[src/rtl/seq_link_pkg.sv]
// Shared definitions for the "1011" sync-detect serial link.
// The framer and the far-end receiver both import this package.
package seq_link_pkg;

    localparam int SYNC_W = 4;
    localparam logic [SYNC_W-1:0] SYNC_PATTERN = 4'b1011;

    // Three-bit emitted history that forces an inserted 0 ahead of the next payload bit.
    localparam logic [2:0] STUFF_TRIG = 3'b101;

    // Each state is named for the bit currently driven on the line.
    typedef enum logic [2:0] {
        IDLE    = 3'd0,
        SYNC    = 3'd1,
        PAYLOAD = 3'd2,
        STUFF   = 3'd3,
        GUARD   = 3'd4
    } state_t;

    // Observation bundle so checkers can follow the framer without probing internals.
    typedef struct packed {
        state_t     state;
        logic [2:0] history;
    } tx_dbg_t;

endpackage

[src/rtl/seq_stuff_check.sv]
// Three-bit emitted-bit history with a 101 match flag.
// The flag looks at the two most recent history bits plus the bit on the line now,
// so the framer can decide on stuffing at the same bit edge that retires that bit.
module seq_stuff_check
    import seq_link_pkg::*;
(
    input  logic       clk,
    input  logic       rst,
    input  logic       en,
    input  logic       bit_in,
    output logic [2:0] history,
    output logic       match
);

    // Shift the bit being retired into the history on every enabled edge.
    always_ff @(posedge clk) begin
        if (!rst) begin
            history <= 3'b000;
        end else if (en) begin
            history <= {history[1:0], bit_in};
        end
    end

    // Last three emitted bits, oldest first, compared against the trigger pattern.
    always_comb begin
        match = ({history[1:0], bit_in} == STUFF_TRIG);
    end

endmodule

[src/rtl/seq_frame_tx.sv]
// Serial framer for the 1011 sync-detect link.
// Frame on x: sync 1011, payload MSB-first with a 0 stuffed after every 101
// emitted run, then one guard 0. All line activity advances only on bit edges
// (rising clk with bit_en=1 and rst=1).
//
// Handshake: a word transfers on a rising clk where in_valid and in_ready are
// both 1. in_ready is only high on bit edges while the line is idle or sending
// the guard bit, so the source must hold in_valid/in_data stable until it sees
// the transfer; in_valid during the rest of a frame is simply not taken.
module seq_frame_tx
    import seq_link_pkg::*;
#(
    parameter int DATA_W = 8
) (
    input  logic              clk,
    input  logic              rst,
    input  logic              bit_en,
    input  logic              in_valid,
    input  logic [DATA_W-1:0] in_data,
    output logic              in_ready,
    output logic              x,
    output logic              busy,
    output logic              frame_done,
    output tx_dbg_t           dbg
);

    localparam int CW = $clog2(DATA_W + 1);
    localparam logic [CW-1:0] CNT_MAX = CW'(DATA_W);

    state_t            state, state_n;
    logic [1:0]        idx, idx_n;
    logic [CW-1:0]     pay_cnt, pay_cnt_n;
    logic [DATA_W-1:0] shreg, shreg_n;
    logic              x_n;
    logic              done_n;
    logic              decide;
    logic [2:0]        history;
    logic              stuff_hit;

    seq_stuff_check u_stuff (
        .clk     (clk),
        .rst     (rst),
        .en      (bit_en),
        .bit_in  (x),
        .history (history),
        .match   (stuff_hit)
    );

    // Ready only while the line is idle or on its guard bit, and only on a bit edge.
    always_comb begin
        in_ready = ((state == IDLE) || (state == GUARD)) && bit_en && rst;
    end

    // Next line bit and next state; the payload decision is shared by SYNC idx 3, PAYLOAD and STUFF.
    always_comb begin
        state_n   = state;
        idx_n     = idx;
        pay_cnt_n = pay_cnt;
        shreg_n   = shreg;
        x_n       = x;
        done_n    = 1'b0;
        decide    = 1'b0;

        case (state)
            IDLE: begin
                if (in_valid) begin
                    state_n   = SYNC;
                    idx_n     = 2'd0;
                    pay_cnt_n = '0;
                    shreg_n   = in_data;
                    x_n       = SYNC_PATTERN[SYNC_W-1];
                end else begin
                    x_n = 1'b0;
                end
            end
            SYNC: begin
                if (idx != 2'd3) begin
                    idx_n = idx + 2'd1;
                    x_n   = SYNC_PATTERN[2'd2 - idx];
                end else begin
                    decide = 1'b1;
                end
            end
            PAYLOAD: decide = 1'b1;
            STUFF:   decide = 1'b1;
            GUARD: begin
                done_n = 1'b1;
                if (in_valid) begin
                    state_n   = SYNC;
                    idx_n     = 2'd0;
                    pay_cnt_n = '0;
                    shreg_n   = in_data;
                    x_n       = SYNC_PATTERN[SYNC_W-1];
                end else begin
                    state_n = IDLE;
                    x_n     = 1'b0;
                end
            end
            default: begin
                state_n = IDLE;
                x_n     = 1'b0;
            end
        endcase

        if (decide) begin
            if (pay_cnt == CNT_MAX) begin
                state_n = GUARD;
                x_n     = 1'b0;
            end else if (stuff_hit) begin
                state_n = STUFF;
                x_n     = 1'b0;
            end else begin
                state_n   = PAYLOAD;
                x_n       = shreg[DATA_W-1];
                shreg_n   = {shreg[DATA_W-2:0], 1'b0};
                pay_cnt_n = pay_cnt + CW'(1);
            end
        end
    end

    // Line state register: advances on bit edges, frame_done lasts a single clk.
    always_ff @(posedge clk) begin
        if (!rst) begin
            state      <= IDLE;
            idx        <= 2'd0;
            pay_cnt    <= '0;
            shreg      <= '0;
            x          <= 1'b0;
            busy       <= 1'b0;
            frame_done <= 1'b0;
        end else begin
            frame_done <= 1'b0;
            if (bit_en) begin
                state      <= state_n;
                idx        <= idx_n;
                pay_cnt    <= pay_cnt_n;
                shreg      <= shreg_n;
                x          <= x_n;
                busy       <= (state_n != IDLE);
                frame_done <= done_n;
            end
        end
    end

    // Expose the FSM state and stuffing history for observation.
    always_comb begin
        dbg.state   = state;
        dbg.history = history;
    end

endmodule
[config.mk]
export PLATFORM = sky130hd
export DESIGN_NAME = seq_frame_tx
export DESIGN_NICKNAME = d
export VERILOG_FILES = /design/src/rtl/seq_link_pkg.sv /design/src/rtl/seq_stuff_check.sv /design/src/rtl/seq_frame_tx.sv
export SDC_FILE = /design/constraint.sdc
export NUM_CORES = 1
export LEC_CHECK = 0
export ABC_AREA = 1
export CAP_MARGIN = 20
export CORE_AREA = 8 8 62 64
export CTS_CLUSTER_DIAMETER = 100
export DETAILED_ROUTE_END_ITERATION = 10
export DIE_AREA = 0 0 70 72
export DONT_BUFFER_PORTS = 1
export PLACE_DENSITY = 0.65
export SETUP_SLACK_MARGIN = 0.3
export SYNTH_ARGS = -nofsm -noshare
export SYNTH_HDL_FRONTEND = slang
export SYNTH_SLANG_ARGS = --single-unit
[constraint.sdc]
create_clock -name clk -period 1.5 [get_ports clk]
set_input_delay 0.3 -clock clk [delete_from_list [all_inputs] [get_ports clk]]
set_output_delay 0.3 -clock clk [all_outputs]
set_load 0.01 [all_outputs]
==> summary.md <==
| Metric | Value |
|---|---|
| Die Y-Extent | 72 um |
| Worst path required time | 1.20 ns |
| Max Root-Sink Buffers | 2 |
| Static Leak | 0.000849 uW |
| Fin nets | 255 |
| Pwr Density | 749 nW/um^2 |
| Worst Clk Skew | 0.00296 ns |
| Final WL | between 4000 and 5000 um |
| Setup violators final | 0 |
| Initial Util | between 40% and 50% |
| CTS sink cnt | 23 |
| Die span in x | about 70 um |
| Critical Path AT | between 1 and 1.5 ns |
| Synth unique cells | 24 |
| Syn Std Cell Area | about 1400 um^2 |
| Clock share of power | 21.8% |
| Slew at the pin with the worst max-slew slack | 0.407 ns |
| Largest fanout on the critical path | 8 |
| CTS Hold Bufs | 0 |
| Port buffer count | 0 |
| Cell Int Power | 930 uW |
| CTS Buf Count | 3 |
| Remaining DRCs | 0 |
| Syn nets | 228 |
| P_sw | about 470 uW |
| Largest net degree at the start of global routing | 27 |
| Largest cells by area after synthesis | dfxtp_1, nand2_1, inv_1 |
| Clock latency on the worst-skew pair | 0.33 ns |
| VDD IR max | 0.690 mV |
| Post-synthesis sequential area ratio | between 30 and 40% |
| Die Area | 5040 um^2 |
| Startpoint Class | register |
| Clock tree from TritonCTS | yes |
| Max-cap viol count | 0 |
| Ant diodes | 0 |
| Layout cells sized above 1 | 37.8% |
| Slew headroom | 72.8% |
| Critical path type | reg2out |
| Pwr Total | 1400 uW |
| Combinational Power Share | 28.1% |
| Cell total after placement | approximately 240 |
| Fmax | 0.677 GHz |
| Drt via density | 5.46 |
| CP Capture Type | output pin |
| First-pass GRT wire length | 6150 um |
| CTS clk-pin slew, worst paths | 0.13 ns |
| Core footprint | 2900 um^2 |
| Antenna-violating nets left | 0 |
| Final non-filler cell total | around 270 |
| Period utilization | 98.5% |
| Routed WL per cell | 15.3 um |
| Slew Viols, Final | 0 |
| Warnings from Yosys | 0 |
| Initial antenna violation count | 0 |
| Row count | 20 |
| Yosys top cell by area | dfxtp_1 |
| GP Congestion | slightly below 0.9 |
| DR vias | 1481 |
| Post-DP HPWL | between 2000 and 2500 um |
| Synthesized flop and latch total | 23 |
| Fin. Hold Viols | 0 |
| Status | finished clean |
| Flop pwr share | roughly 50% |
| RSZ-0062 raised after global routing | yes |
| Worst reg-to-reg setup slack | 0.07 ns |
| Vias in the first global route | 1368 |
| Syn_area_per_cell | 6.45 um^2 |
| Synthesis-to-finish area growth | 36.8% |
| IO Pins | 22 |
| Worst Hold Class | in2reg |
| GRT Residual Overflow | 0 |
| Root buf cell | clkbuf_4 |
| First-pass iteration count of the detailed router | 4 |
| Total track usage | 14.1% |
| Hold slack final | 0.0331 ns |
| Tmin final | 1.48 ns |
| Switch share | 33.6% |
| Synth top area share | 33.7% |
| First DRT Iteration DRCs | 100 |
| Htree depth | 1 |
| Synthesized instance count | 212 |
layout by cell type (no fill, tap or decap), types with 7 or more instances in the layout:
| cell type | count |
|---|---|
| dfxtp_1 | 14 |
| nor2_1 | 20 |
| nand4_1 | 12 |
| o21ai_0 | 8 |
| inv_1 | 23 |
| inv_2 | 10 |
| nor2_4 | 7 |
| buf_6 | 12 |
| a21oi_1 | 9 |
| nand3_1 | 14 |
| nand2_1 | 37 |
| buf_4 | 17 |
final timing paths:
path	startpoint	endpoint	cells past startpoint
worst max-delay path	state[0]	in_ready	5
worst min-delay path	bit_en	u_stuff.history[1]	1
worst min register to register	shreg[0]	shreg[0]	2
worst max register to register	state[1]	shreg[7]	9
power groups by stage:
stage	sequential, uW	clock, uW	combinational [uW]
after floorplan	702	0	217
after global routing	708	328	430
final	702	305	394
after global placement	710	0	244
after CTS	696	308	317
after detailed placement	711	0	250
timing repair:
action	CTS	global route
setup buffers	14	9
resized for setup	24	40
setup endpoints to repair	17	21
pin swaps	8	25
gates cloned	2	0
logic make-up (layout without fill, tap and decap cells):
logic type / count (synthesis) / count (layout) / synth area share, %
AND/OR/NAND/NOR: 115 / 117 / 39.2
buffers and inverters: 44 / 68 / 13.7
AO/OA/AOI/OAI: 25 / 25 / 9.15
flip-flops: 23 / 23 / 33.7
adder cells (fa/ha/maj): 4 / 4 / 3.66
XOR/XNOR: 1 / 1 / 0.641
registers in the layout (all words and copies together) (netlist names):
| name | count |
|---|---|
| busy | 1 |
| frame_done | 1 |
| idx | 2 |
| pay_cnt | 4 |
| shreg | 8 |
| state | 3 |
| u_stuff.history | 3 |
| x | 1 |
cells in the mapped netlist (all sizes together):
cell,number
nor3,1
buf,7
ha,4
nand2,46
nand3,19
a21oi,14
nor2,29
nand4,13
dfxtp,23
or2,7
xor2,1
o21ai,11
clkbuf,2
inv,35
worst max-delay path, cell delays in order (launching register included):
cell,delay (ns)
dfxtp_4,0.42
inv_2,0.09
nand2_4,0.06
nor2_4,0.10
inv_2,0.07
nor2_4,0.11
layout make-up:
| type | count | area, um^2 |
|---|---|---|
| fill | 245 | 1030 |
| clock buffer | 3 | 22.5 |
| tap | 33 | 41.3 |
| sequential | 23 | 479 |
| inverter | 35 | 136 |
| timing repair buffer | 29 | 263 |
| clock inverter | 1 | 5.00 |
| multi-input combinational | 147 | 923 |
stage by stage:
step	instance area [um^2]	setup slack, ns	setup TNS [ns]	util, %
after floorplan	1420	0.243	0	-
after global placement	1450	0.0781	0	49.8
after detailed placement	1450	0.0429	0	49.8
after CTS	1660	-0.00424	-0.00424	57.2
after global routing	1870	-0.00183	-0.00273	64.4
final	1870	0.0222	0	64.4
metal layers:
metal,share of wire (%),vias up,GRT usage (%)
met5,0,-,0
met1,39,689,15.5
met4,2.0,0,5.58
met2,53,55,25.9
met3,5.8,8,3.00
li1,-,729,-
No activity file was read; power rests on OpenSTA's default activity.
